**src/rtl/lfsr_gen.sv**
```systemverilog
// lfsr_gen: parametrised Fibonacci LFSR with forward/reverse stepping,
// synchronous load, all-zero lock-up recovery, period measurement and
// active-low hex seven-segment outputs for every state nibble.
module lfsr_gen #(
    parameter int                WIDTH    = 8,
    parameter logic [WIDTH-1:0]  TAP_MASK = 8'h1D,
    parameter logic [WIDTH-1:0]  SEED     = 8'h03,
    parameter int                NDIG     = (WIDTH + 3) / 4
) (
    input  logic                 clk,
    input  logic                 rst,
    input  logic                 en,
    input  logic                 dir,
    input  logic                 load,
    input  logic [WIDTH-1:0]     load_data,
    input  logic                 clear,
    output logic [WIDTH-1:0]     state,
    output logic                 lockup,
    output logic                 wrap,
    output logic [WIDTH-1:0]     period,
    output logic [7*NDIG-1:0]    seg
);

    logic [WIDTH-1:0]  r_state;
    logic [WIDTH-1:0]  r_step_cnt;
    logic              r_wrap;
    logic [WIDTH-1:0]  r_period;

    logic              w_fb;
    logic              w_prev_bit0;
    logic [WIDTH-1:0]  w_next;
    logic [WIDTH-1:0]  w_prev;
    logic [WIDTH-1:0]  w_step;
    logic [WIDTH-1:0]  w_cnt_inc;
    logic              w_lockup;
    logic [4*NDIG-1:0] w_pad;

    // Active-low glyph for one hex nibble; bit 0 = a ... bit 6 = g.
    function automatic logic [6:0] hex_to_seg(input logic [3:0] nib);
        logic [6:0] g;
        case (nib)
            4'h0: g = 7'h40;
            4'h1: g = 7'h79;
            4'h2: g = 7'h24;
            4'h3: g = 7'h30;
            4'h4: g = 7'h19;
            4'h5: g = 7'h12;
            4'h6: g = 7'h02;
            4'h7: g = 7'h78;
            4'h8: g = 7'h00;
            4'h9: g = 7'h10;
            4'hA: g = 7'h08;
            4'hB: g = 7'h03;
            4'hC: g = 7'h46;
            4'hD: g = 7'h21;
            4'hE: g = 7'h06;
            default: g = 7'h0E;
        endcase
        return g;
    endfunction

    // Forward step shifts right and injects the tap parity at the top.
    // Reverse step undoes it: shift left, and recover bit 0 from the old top
    // bit XORed with the remaining taps (each tap i now sits at position i-1).
    always_comb begin
        w_fb        = ^(r_state & TAP_MASK);
        w_next      = {w_fb, r_state[WIDTH-1:1]};
        w_prev_bit0 = r_state[WIDTH-1] ^ (^({r_state[WIDTH-2:0], 1'b0} & TAP_MASK));
        w_prev      = {r_state[WIDTH-2:0], w_prev_bit0};
        w_step      = dir ? w_prev : w_next;
        w_lockup    = (r_state == '0);
        // Saturating increment: a long forward/back excursion must not wrap the count.
        w_cnt_inc   = (r_step_cnt == '1) ? r_step_cnt : r_step_cnt + WIDTH'(1);
    end

    // State, step counter, wrap pulse and period; priority rst > load > en > hold.
    always_ff @(posedge clk) begin
        if (rst) begin
            r_state    <= SEED;
            r_step_cnt <= '0;
            r_wrap     <= 1'b0;
            r_period   <= '0;
        end else if (load) begin
            r_state    <= load_data;
            r_step_cnt <= '0;
            r_wrap     <= 1'b0;
        end else if (en) begin
            if (w_lockup) begin
                // All-zero state is a fixed point; reseed in one enabled cycle.
                r_state    <= SEED;
                r_step_cnt <= '0;
                r_wrap     <= 1'b0;
            end else begin
                r_state <= w_step;
                if (w_step == SEED) begin
                    r_wrap     <= 1'b1;
                    r_period   <= w_cnt_inc;
                    r_step_cnt <= '0;
                end else begin
                    r_wrap     <= 1'b0;
                    r_step_cnt <= w_cnt_inc;
                end
            end
        end else begin
            r_wrap <= 1'b0;
        end
    end

    // Seven-segment bank: zero-extend state to whole nibbles, blank on clear.
    always_comb begin
        w_pad = '0;
        w_pad[WIDTH-1:0] = r_state;
        seg = '1;
        for (int k = 0; k < NDIG; k++) begin
            if (!clear) begin
                seg[7*k +: 7] = hex_to_seg(w_pad[4*k +: 4]);
            end
        end
    end

    assign state  = r_state;
    assign lockup = w_lockup;
    assign wrap   = r_wrap;
    assign period = r_period;

endmodule

```
**config.mk**
```make
export PLATFORM = sky130hd
export DESIGN_NAME = lfsr_gen
export DESIGN_NICKNAME = d
export VERILOG_FILES = /design/src/rtl/lfsr_gen.sv
export SDC_FILE = /design/constraint.sdc
export NUM_CORES = 1
export LEC_CHECK = 0
export BUFFER_PORTS_ARGS = -buffer_cell sky130_fd_sc_hd__buf_2
export CAP_MARGIN = 20
export CORE_MARGIN = 2
export CORE_UTILIZATION = 60
export DETAILED_ROUTE_END_ITERATION = 16
export PLACE_DENSITY = 0.86
export SLEW_MARGIN = 20
export SYNTH_ARGS = -nofsm -noshare
export SYNTH_HDL_FRONTEND = slang
export SYNTH_SLANG_ARGS = --single-unit
```
**constraint.sdc**
```tcl
create_clock -name clk -period 7 [get_ports clk]
set_input_delay 0.35 -clock clk [delete_from_list [all_inputs] [get_ports clk]]
set_output_delay 0.35 -clock clk [all_outputs]
set_load 0.005 [all_outputs]
```
Yosys cells after proc, flatten, opt, wreduce, memory -nomap -nowiden
Memory sizes are Yosys's and may differ from the RTL's. A register that Yosys moved wholly into a read port is not among the register bits. Cells that the tools add are included.

Register bits after elaboration: 25. Latch bits: 0. Memory bits (writable): 0. Memory bits (read-only): 224. Output and inout port bits: 32. Logic and storage cells: 34. Memories: 2.

Memories: (name not given) (depth 16, width 7, rd ports 1, clocked after memory_dff 1, wr ports 0, RTL line 41) `case (nib)`; (name not given) (depth 16, width 7, rd ports 1, clocked after memory_dff 1, wr ports 0, RTL line 41).

Add/sub/neg operators: 1. $mul: 0. Divide/modulo/power cells: 0. Order comparisons: 0. Eq/ne operators: 2. Shift-type cells: 0. Muxes and demuxes: 14. Bitwise logic cells: 4. Reduce and logical (&&, ||, !) cells: 7.

Operator list (number): two-way mux 8 bit (7); two-way mux 4 bit (4); parity 8 bit (2); two-way mux 7 bit (2); adder 8 x 1 -> 8 bit (second input constant) (1); == test 8 x 2 -> 1 bit (second input constant) (1); == test 8 bit (second input constant) (1); logical NOT 8 bit (1); AND reduction 4 bit (1); OR reduction 4 bit (1); inverter 1 bit (3); nonzero test 2 bit (1); OR reduction 2 bit (1); two-way mux 1 bit (1); XOR 1 bit (1).

Logic depth before layout (Yosys ltp)
Gate-level depths: netlist of run 1.

Depth after elaboration: 8. Mapped depth: 12.

Worst setup path before layout of run 1
Ideal clock, no wire load.

Path type: reg2reg. Start: reg r_state[3], in the netlist state[3]. End: reg (tool-made name). Setup time: 0.072 ns. Arrival time: 2.388 ns. Data required time: 6.928 ns. Setup slack: 4.540 ns. Stages on the path, launching flop included: 11. Buffers on the path: 0. Cells stage by stage: dfxtp_1 inv_1 ha_1 nor4b_2 a21oi_2 a311oi_1 or2_2 inv_1 ha_1 mux2_1 mux2i_1.

RTL lines: start: declaration (RTL line 24) `logic [WIDTH-1:0] r_state;`; start signal: assignment (RTL line 84) `r_state <= load_data;`; start signal: assignment (RTL line 94) `r_state <= w_step;`.

==> impl_results.md, run 1 <==
- Die height: ~70 um
- Crit Path Max Fanout: 9
- Mean post-synth cell area: around 8.6 sq um
- Clock Sinks: 39
- Setup Skew: roughly 0.007 ns
- Register area: 781 sq um
- Antenna cells: 0
- Largest net degree at the start of global routing: 31
- Initial core utilization: approximately three fifths
- Tmin final: 2.86 ns
- Maxcap violations: 0
- First-pass GRT wire length: 10600 um
- Hold-fix buffers at CTS: 0
- DR vias: 2535
- H-tree depth: 2
- Final #Nets: 370
- Total Routing Usage GR: 26.2%
- Number of port buffers: 45
- RSZ-0062 raised after global routing: false
- R2R Path Start: state[3]
- CTS clk-pin slew, worst paths: about 0.090 ns
- Fraction of registers with async set/reset: 0%
- Setup TNS: 0 ns
- Ys Warns: 0
- Hold Path Depth: 3
- Final setup fails: 0
- Post-synth net total: 333
- Site Rows: 24
- Die width: roughly 70 um
- Slew Limit Headroom: between 50 and 60%
- Startpoint Class: register
- Slew @ Worst Pin: roughly 0.64 ns
- Routed WL per cell: 16.4 um
- First drt pass iteration count: 5
- Antenna violations before repair: 0
- Sequential area share after synthesis: 29.8%
- Critical Path AT: approximately 3 ns
- Vias in the first global route: 2318
- Grt met3 use: under 10%
- Type of the worst setup path: register to register
- Leak Pwr: approximately 1.3 nW
- Total wire length: ~6500 um
- Overflow after GRT: 0
- Reg-to-reg setup timing slack: around 4.1 ns
- Reg2Reg Depth: 10
- Fin. Hold Viols: 0
- Pwr Density: between 200 and 250 nW/um^2
- Setup repair bufs after CTS: 0
- Layout cells sized above 1: a little over a quarter
- Met2 Track Usage GR: around 43%
- Status: finished clean
- Synth Instances: a little over 300
- Post-DP HPWL: approximately 4700 um
- DRC violations left: 0
- DP Cell Count: between 300 and 400
- Number of synthesized flops with an enable pin: 0
- Top Usage Layer GRT: met2
- CTS Buf Count: 5
- Io pins: between 40 and 50
- Non-Filler Instances: 396
- Die ar.: 4920 sq um
- Worst path required time: approximately 7.2 ns
- Remaining antenna violation count: 0
- Critical Path End Type: register
- CTS Buffer Depth: 2
- Root buffer cell: clkbuf_8
- Starting DRT DRC Count: around 240
- Mean number of vias per cell: about 6.4
- Library cells used by synthesis: 68
- Final period util: between 40% and 50%
- Hold Crit Class: input pin to register
- Worst skew pair latency: ~0.3 ns
- GP Congestion: approximately 0.95
- Mapped Area: roughly 2600 sq um
- Global-route met1 utilization: a little over a third
- Area Overhead vs Synth: 13.7%
- Cts repair resizes: 0
- Max Freq: ~350 MHz
- Max rail drop VDD: between 0.0001 and 0.00015 V
- Synth Flop Type: dfxtp_1
- Core Footprint: around 4300 sq um
- Filler cell count: roughly 340
- CTS tree: done
- Area of the multi-input gates: 1700 sq um
- CP Launch Point: state[3]
- Seq cells post-synth: 39
- Final Max Slew Viols: 0
stage by stage:
step | hold WS [ns] | utilization [%] | setup WS (ns) | instance area [sq um] | total power, mW
after floorplan | 0.460 | - | 4.54 | 2620 | 0.337
after global placement | 0.469 | 66.3 | 4.26 | 2850 | 0.368
after detailed placement | 0.466 | 66.3 | 4.15 | 2850 | 0.371
after CTS | 0.361 | 69.4 | 4.18 | 2980 | 0.598
after global routing | 0.375 | 69.4 | 3.86 | 2980 | 0.623
final | 0.371 | 69.4 | 4.14 | 2980 | 0.597
cells in the mapped netlist, drive strengths merged (3+ instances only):
| library cell | instances | area share (%) |
|---|---|---|
| nor3 | 10 | 2.1 |
| mux2 | 5 | 2.1 |
| nor2 | 16 | 2.3 |
| nand2 | 21 | 3.1 |
| nor3b | 4 | 1.1 |
| inv | 19 | 2.7 |
| clkbuf | 9 | 1.3 |
| nand2b | 3 | 0.72 |
| o21ai | 13 | 3.1 |
| ha | 13 | 6.2 |
| nand4 | 4 | 0.95 |
| o22ai | 3 | 0.72 |
| a211o | 3 | 1.0 |
| xnor2 | 3 | 1.0 |
| dfxtp | 39 | 30 |
| o31ai | 4 | 1.1 |
| nor2b | 4 | 0.95 |
| buf | 6 | 1.3 |
| and4 | 3 | 1.0 |
| a31o | 3 | 1.0 |
| or2 | 18 | 4.3 |
| nand3 | 11 | 2.1 |
| o32ai | 3 | 1.0 |
| and3 | 5 | 1.2 |
| or3 | 5 | 1.4 |
| mux2i | 12 | 4.6 |
| and2 | 6 | 1.5 |
| a21oi | 20 | 4.1 |
| a31oi | 6 | 1.4 |
| o221ai | 4 | 1.3 |
| a211oi | 4 | 1.1 |
routing by layer:
| metal | share of wire, % | wire (um) |
|---|---|---|
| met1 | 44 | 2850 |
| met3 | 7.3 | 471 |
| met5 | 0 | 0 |
| met4 | 1.0 | 68 |
| met2 | 48 | 3090 |
how the worst min path moves through the flow:
| stage | startpoint | end | slack, ns |
|---|---|---|---|
| 3_5_place_dp | period[5] | period[5] | 0.47 |
| 2_1_floorplan | period[0] | period[0] | 0.46 |
| 6_report | load_data[5] | state[5] | 0.37 |
| 5_1_grt | load_data[5] | state[5] | 0.37 |
| 3_3_place_gp | period[5] | period[5] | 0.47 |
| 4_1_cts | load_data[5] | state[5] | 0.36 |
cell families (layout without fill, tap and decap cells):
kind of cell	count (synthesis)	in the layout	share of synthesized area, %
mux	17	17	6.73
fa+ha+maj	13	13	6.20
buf+inv	34	72	5.30
simple gates	115	115	24.7
compound gates	82	82	23.9
xor+xnor	6	6	3.44
flops	39	39	29.8
placed cells by master, fill, tap and decap left out, types with 3 or more instances in the layout:
| cell type | netlist | final |
|---|---|---|
| dfxtp_1 | 39 | 39 |
| nand3_1 | 11 | 11 |
| mux2i_1 | 12 | 12 |
| mux2_2 | 4 | 4 |
| and3_1 | 5 | 5 |
| nand4_1 | 4 | 4 |
| and2_1 | 5 | 5 |
| a21oi_1 | 18 | 18 |
| nor3_1 | 9 | 9 |
| a211oi_1 | 4 | 4 |
| nand2b_1 | 3 | 3 |
| ha_1 | 13 | 13 |
| o31ai_1 | 4 | 4 |
| a211o_1 | 3 | 3 |
| xnor2_1 | 3 | 3 |
| o221ai_1 | 4 | 4 |
| inv_1 | 18 | 18 |
| or2_2 | 18 | 18 |
| nand2_1 | 20 | 20 |
| nor2b_1 | 4 | 4 |
| and4_1 | 3 | 3 |
| nor2_1 | 16 | 16 |
| nor3b_1 | 4 | 4 |
| buf_2 | 3 | 45 |
| a31oi_1 | 6 | 6 |
| o21ai_0 | 10 | 10 |
| clkbuf_8 | 0 | 5 |
| o22ai_1 | 3 | 3 |
| or3_1 | 4 | 4 |
| o32ai_1 | 3 | 3 |
report_power, final:
group          internal [mW]  leakage, nW  switching (mW)  total, mW
Clock                  0.142       0.0644          0.0857      0.228
Sequential             0.235        0.319         0.00964      0.244
Combinational         0.0519        0.877          0.0731      0.125
Total                  0.429         1.26           0.168      0.597
worst max-delay path, stage by stage, from the launching register on:
cell and delay, ns:
dfxtp_1 0.46, inv_1 0.09, ha_1 0.19, nor4b_2 0.17, a21oi_2 0.45, a311oi_1 0.25, or2_2 0.39, inv_1 0.12
ha_1 0.25, mux2_1 0.28, mux2i_1 0.12
final cells by class:
| cell class | count | share of cell area [%] |
|---|---|---|
| flip-flops and latches | 39 | 26.2 |
| multi-input cells | 233 | 57.1 |
| repair buffers | 45 | 7.55 |
| well taps | 52 | 2.18 |
| clock inverters | 3 | 2.27 |
| inverters | 19 | 2.39 |
| clock buffers | 5 | 2.31 |
Note: power is estimated with default switching activity, not from simulation.
==> inputs of run 2 (changes only) <==
--- a/config.mk
+++ b/config.mk
@@ -5,12 +5,13 @@
 export SDC_FILE = /design/constraint.sdc
 export NUM_CORES = 1
 export LEC_CHECK = 0
+export ABC_AREA = 1
 export BUFFER_PORTS_ARGS = -buffer_cell sky130_fd_sc_hd__buf_2
 export CAP_MARGIN = 20
 export CORE_MARGIN = 2
-export CORE_UTILIZATION = 60
+export CORE_UTILIZATION = 50
 export DETAILED_ROUTE_END_ITERATION = 16
-export PLACE_DENSITY = 0.86
+export PLACE_DENSITY = 0.77
 export SLEW_MARGIN = 20
 export SYNTH_ARGS = -nofsm -noshare
 export SYNTH_HDL_FRONTEND = slang
==> constraint.sdc (replaced) <==
create_clock -name clk -period 2.34 [get_ports clk]
set_input_delay 0.117 -clock clk [delete_from_list [all_inputs] [get_ports clk]]
set_output_delay 0.117 -clock clk [all_outputs]
set_load 0.005 [all_outputs]
==> impl_results.md, run 2 <==
- Status: finished clean
- Reg2Reg Depth: 16
- H-tree depth: 2
- Layout cells sized above 1: 24.6%
- Die ar.: around 5300 sq um
- Startpoint Class: register
- Site Rows: 25
- Mapped Area: 2370 sq um
- Largest net degree at the start of global routing: 17
- Total wire length: between 5000 and 6000 um
- Commonest non-fill, non-tap cell in the layout: nand2_1
- First-pass GRT wire length: about 9000 um
- DRC violations left: 0
- Max Freq: 467 MHz
- Most frequent cells in the layout: nand2_1 (114), buf_2 (45), dfxtp_1 (39)
- Top Usage Layer GRT: met2
- Post-synthesis compound-gate area fraction: a little under an eighth
- First drt pass iteration count: 4
- Sequential area share after synthesis: 32.9%
- Yosys top cell area share: about a third
- Mean number of vias per cell: between 5 and 6
- Root buffer cell: clkbuf_8
- Slew Limit Headroom: between 70 and 80%
- GP Congestion: just over 0.9
- Hold-fix buffers at CTS: 0
- Total Routing Usage GR: 21.8%
- Simple-gate share of the synthesized area: 40.3%
- Type of the worst setup path: register to register
- Setup TNS: 0 ns
- Met2 Track Usage GR: about 37%
- Combinational Power Share: 21.2%
- Final #Nets: 430
- Maxcap violations: 0
- Ys Warns: 0
- Post-synth top area cell: dfxtp_1
- Worst skew pair latency: 0.29 ns
- Io pins: 46
- P_int: between 1 and 1.5 mW
- Antenna violations before repair: 0
- Cts repair resizes: 0
- Remaining antenna violation count: 0
- Net Sw Power: ~0.46 mW
- Die height: ~73 um
- Final setup fails: 0
- CTS Buf Count: 5
- Routed WL per cell: 12.1 um
- Clk network pwr share: ~34%
- Tmin final: between 2 and 2.5 ns
- Worst path required time: 2.58 ns
- Post-synth net total: between 300 and 400
- Main combinational cell family by area after synthesis: simple AND/OR/NAND/NOR gates
- Critical Path AT: about 2.4 ns
- Pwr Density: about 580 nW/um^2
- Crit Path Max Fanout: 6
- Commonest cells post-synth: nand2_1 (114), dfxtp_1 (39), inv_1 (32), nand3_1 (31), nor2_1 (27)
- Initial core utilization: 51.0%
- Number of port buffers: 45
- Post-DP HPWL: 4150 um
- Mean post-synth cell area: roughly 6.8 sq um
- Slew @ Worst Pin: between 0.3 and 0.4 ns
- RSZ-0062 raised after global routing: false
- Overflow after GRT: 0
- Top-count cell post-synth: nand2_1
- Starting DRT DRC Count: 99
- Max rail drop VDD: approximately 0.00026 V
- Hold Crit Class: input pin to register
- Synth Flop Type: dfxtp_1
- Core Footprint: ~4700 sq um
- Synth Area in Adders: under 10%
- Critical Path End Type: register
- CTS clk-pin slew, worst paths: around 0.07 ns
- Mux contribution to synthesized area: 0%
- CTS tree: done
- CTS Buffer Depth: 2
- Post-synthesis xor/xnor area fraction: 1.11%
- Antenna cells: 0
- Global-route met1 utilization: a little over a quarter
- Grt met3 use: approximately 4.8%
- Hold Path Depth: 2
- Leak Pwr: between 1 and 1.5 nW
- Setup Skew: about 0.0040 ns
- Seq pwr share: ~45%
- Die width: roughly 73 um
- Top post-synthesis cells by area: dfxtp_1 (33%), nand2_1 (18%), ha_1 (6.8%)
- Final period util: around nine tenths
- Number of synthesized flops with an enable pin: 0
- Switching share of power: between 20% and 30%
- Library cells used by synthesis: 34
- Clock Sinks: 39
- Fin. Hold Viols: 0
- Seq cells post-synth: 39
- Area Overhead vs Synth: 16.9%
- Final Max Slew Viols: 0
- Synth Instances: between 300 and 400
- Setup repair bufs after CTS: 0
- Vias in the first global route: between 2000 and 2500
- Fraction of registers with async set/reset: 0%
- DR vias: ~2400
- Total Power: approximately 1.6 mW
[run 2: cell types whose count changed after synthesis, moves of 7 or more]
cell,before,now
nor3_1,9,2
nand2_1,20,114
nand3_1,11,31
mux2i_1,12,0
inv_1,18,32
nor2_1,16,27
clkbuf_1,9,2
[run 2: critical path, cell delays in order, from the launching register on]
cell     delay, ns
dfxtp_1       0.43
inv_1         0.09
ha_1          0.19
nand2_1       0.06
nor2_1        0.04
nand2_1       0.11
nand2_2       0.09
nor2_4        0.09
nand2_1       0.06
nand2_1       0.13
nand2_1       0.15
inv_1         0.11
ha_1          0.25
nand2_1       0.10
o21ai_0       0.09
nand2_1       0.07
nand2_1       0.06
[run 2: area by class of cell]
cell class | instances | area [sq um]
fillers | 445 | 1880
inverters | 39 | 149
clock inverters | 1 | 30.0
flip-flops and latches | 39 | 781
clock buffers | 6 | 72.6
well taps | 54 | 67.6
multi-input cells | 268 | 1410
repair buffers | 50 | 263
[run 2: worst paths after layout]
path | start | to | slack (ns)
max | state[2] | register | 0.20
min | rst | wrap | 0.15
max reg2reg | state[2] | register | 0.20
min reg2reg | period[4] | period[4] | 0.48
[run 2: metal layers]
metal,wire length (um),part of all wire [%]
met1,2430,44
met3,375,6.8
met5,0,0
met2,2580,47
met4,119,2.2
[run 2: logic make-up (layout without fill, tap and decap cells)]
logic type,Yosys count,in the layout
XOR/XNOR,3,3
buffers and inverters,44,96
AND/OR/NAND/NOR,210,210
adder cells (fa/ha/maj),13,13
AO/OA/AOI/OAI,42,42
flip-flops,39,39
[run 2: power by group through the flow]
stage | sequential [mW] | combinational [mW] | clock [mW]
global placement | 0.745 | 0.334 | 0
CTS | 0.730 | 0.342 | 0.547
global route | 0.734 | 0.387 | 0.576
floorplan | 0.740 | 0.238 | 0
detailed placement | 0.745 | 0.338 | 0
finish | 0.730 | 0.341 | 0.541
[run 2: through the flow]
stage / setup slack [ns] / hold slack, ns / cells / instance area, sq um / utilization [%]
after floorplan: 0.251 / 0.322 / 351 / 2370 / -
after global placement: 0.316 / 0.441 / 450 / 2670 / 57.4
after detailed placement: 0.224 / 0.444 / 450 / 2670 / 57.4
after CTS: 0.208 / 0.144 / 457 / 2780 / 59.6
after global routing: 0.00741 / 0.154 / 457 / 2780 / 59.6
final: 0.197 / 0.150 / 457 / 2780 / 59.6
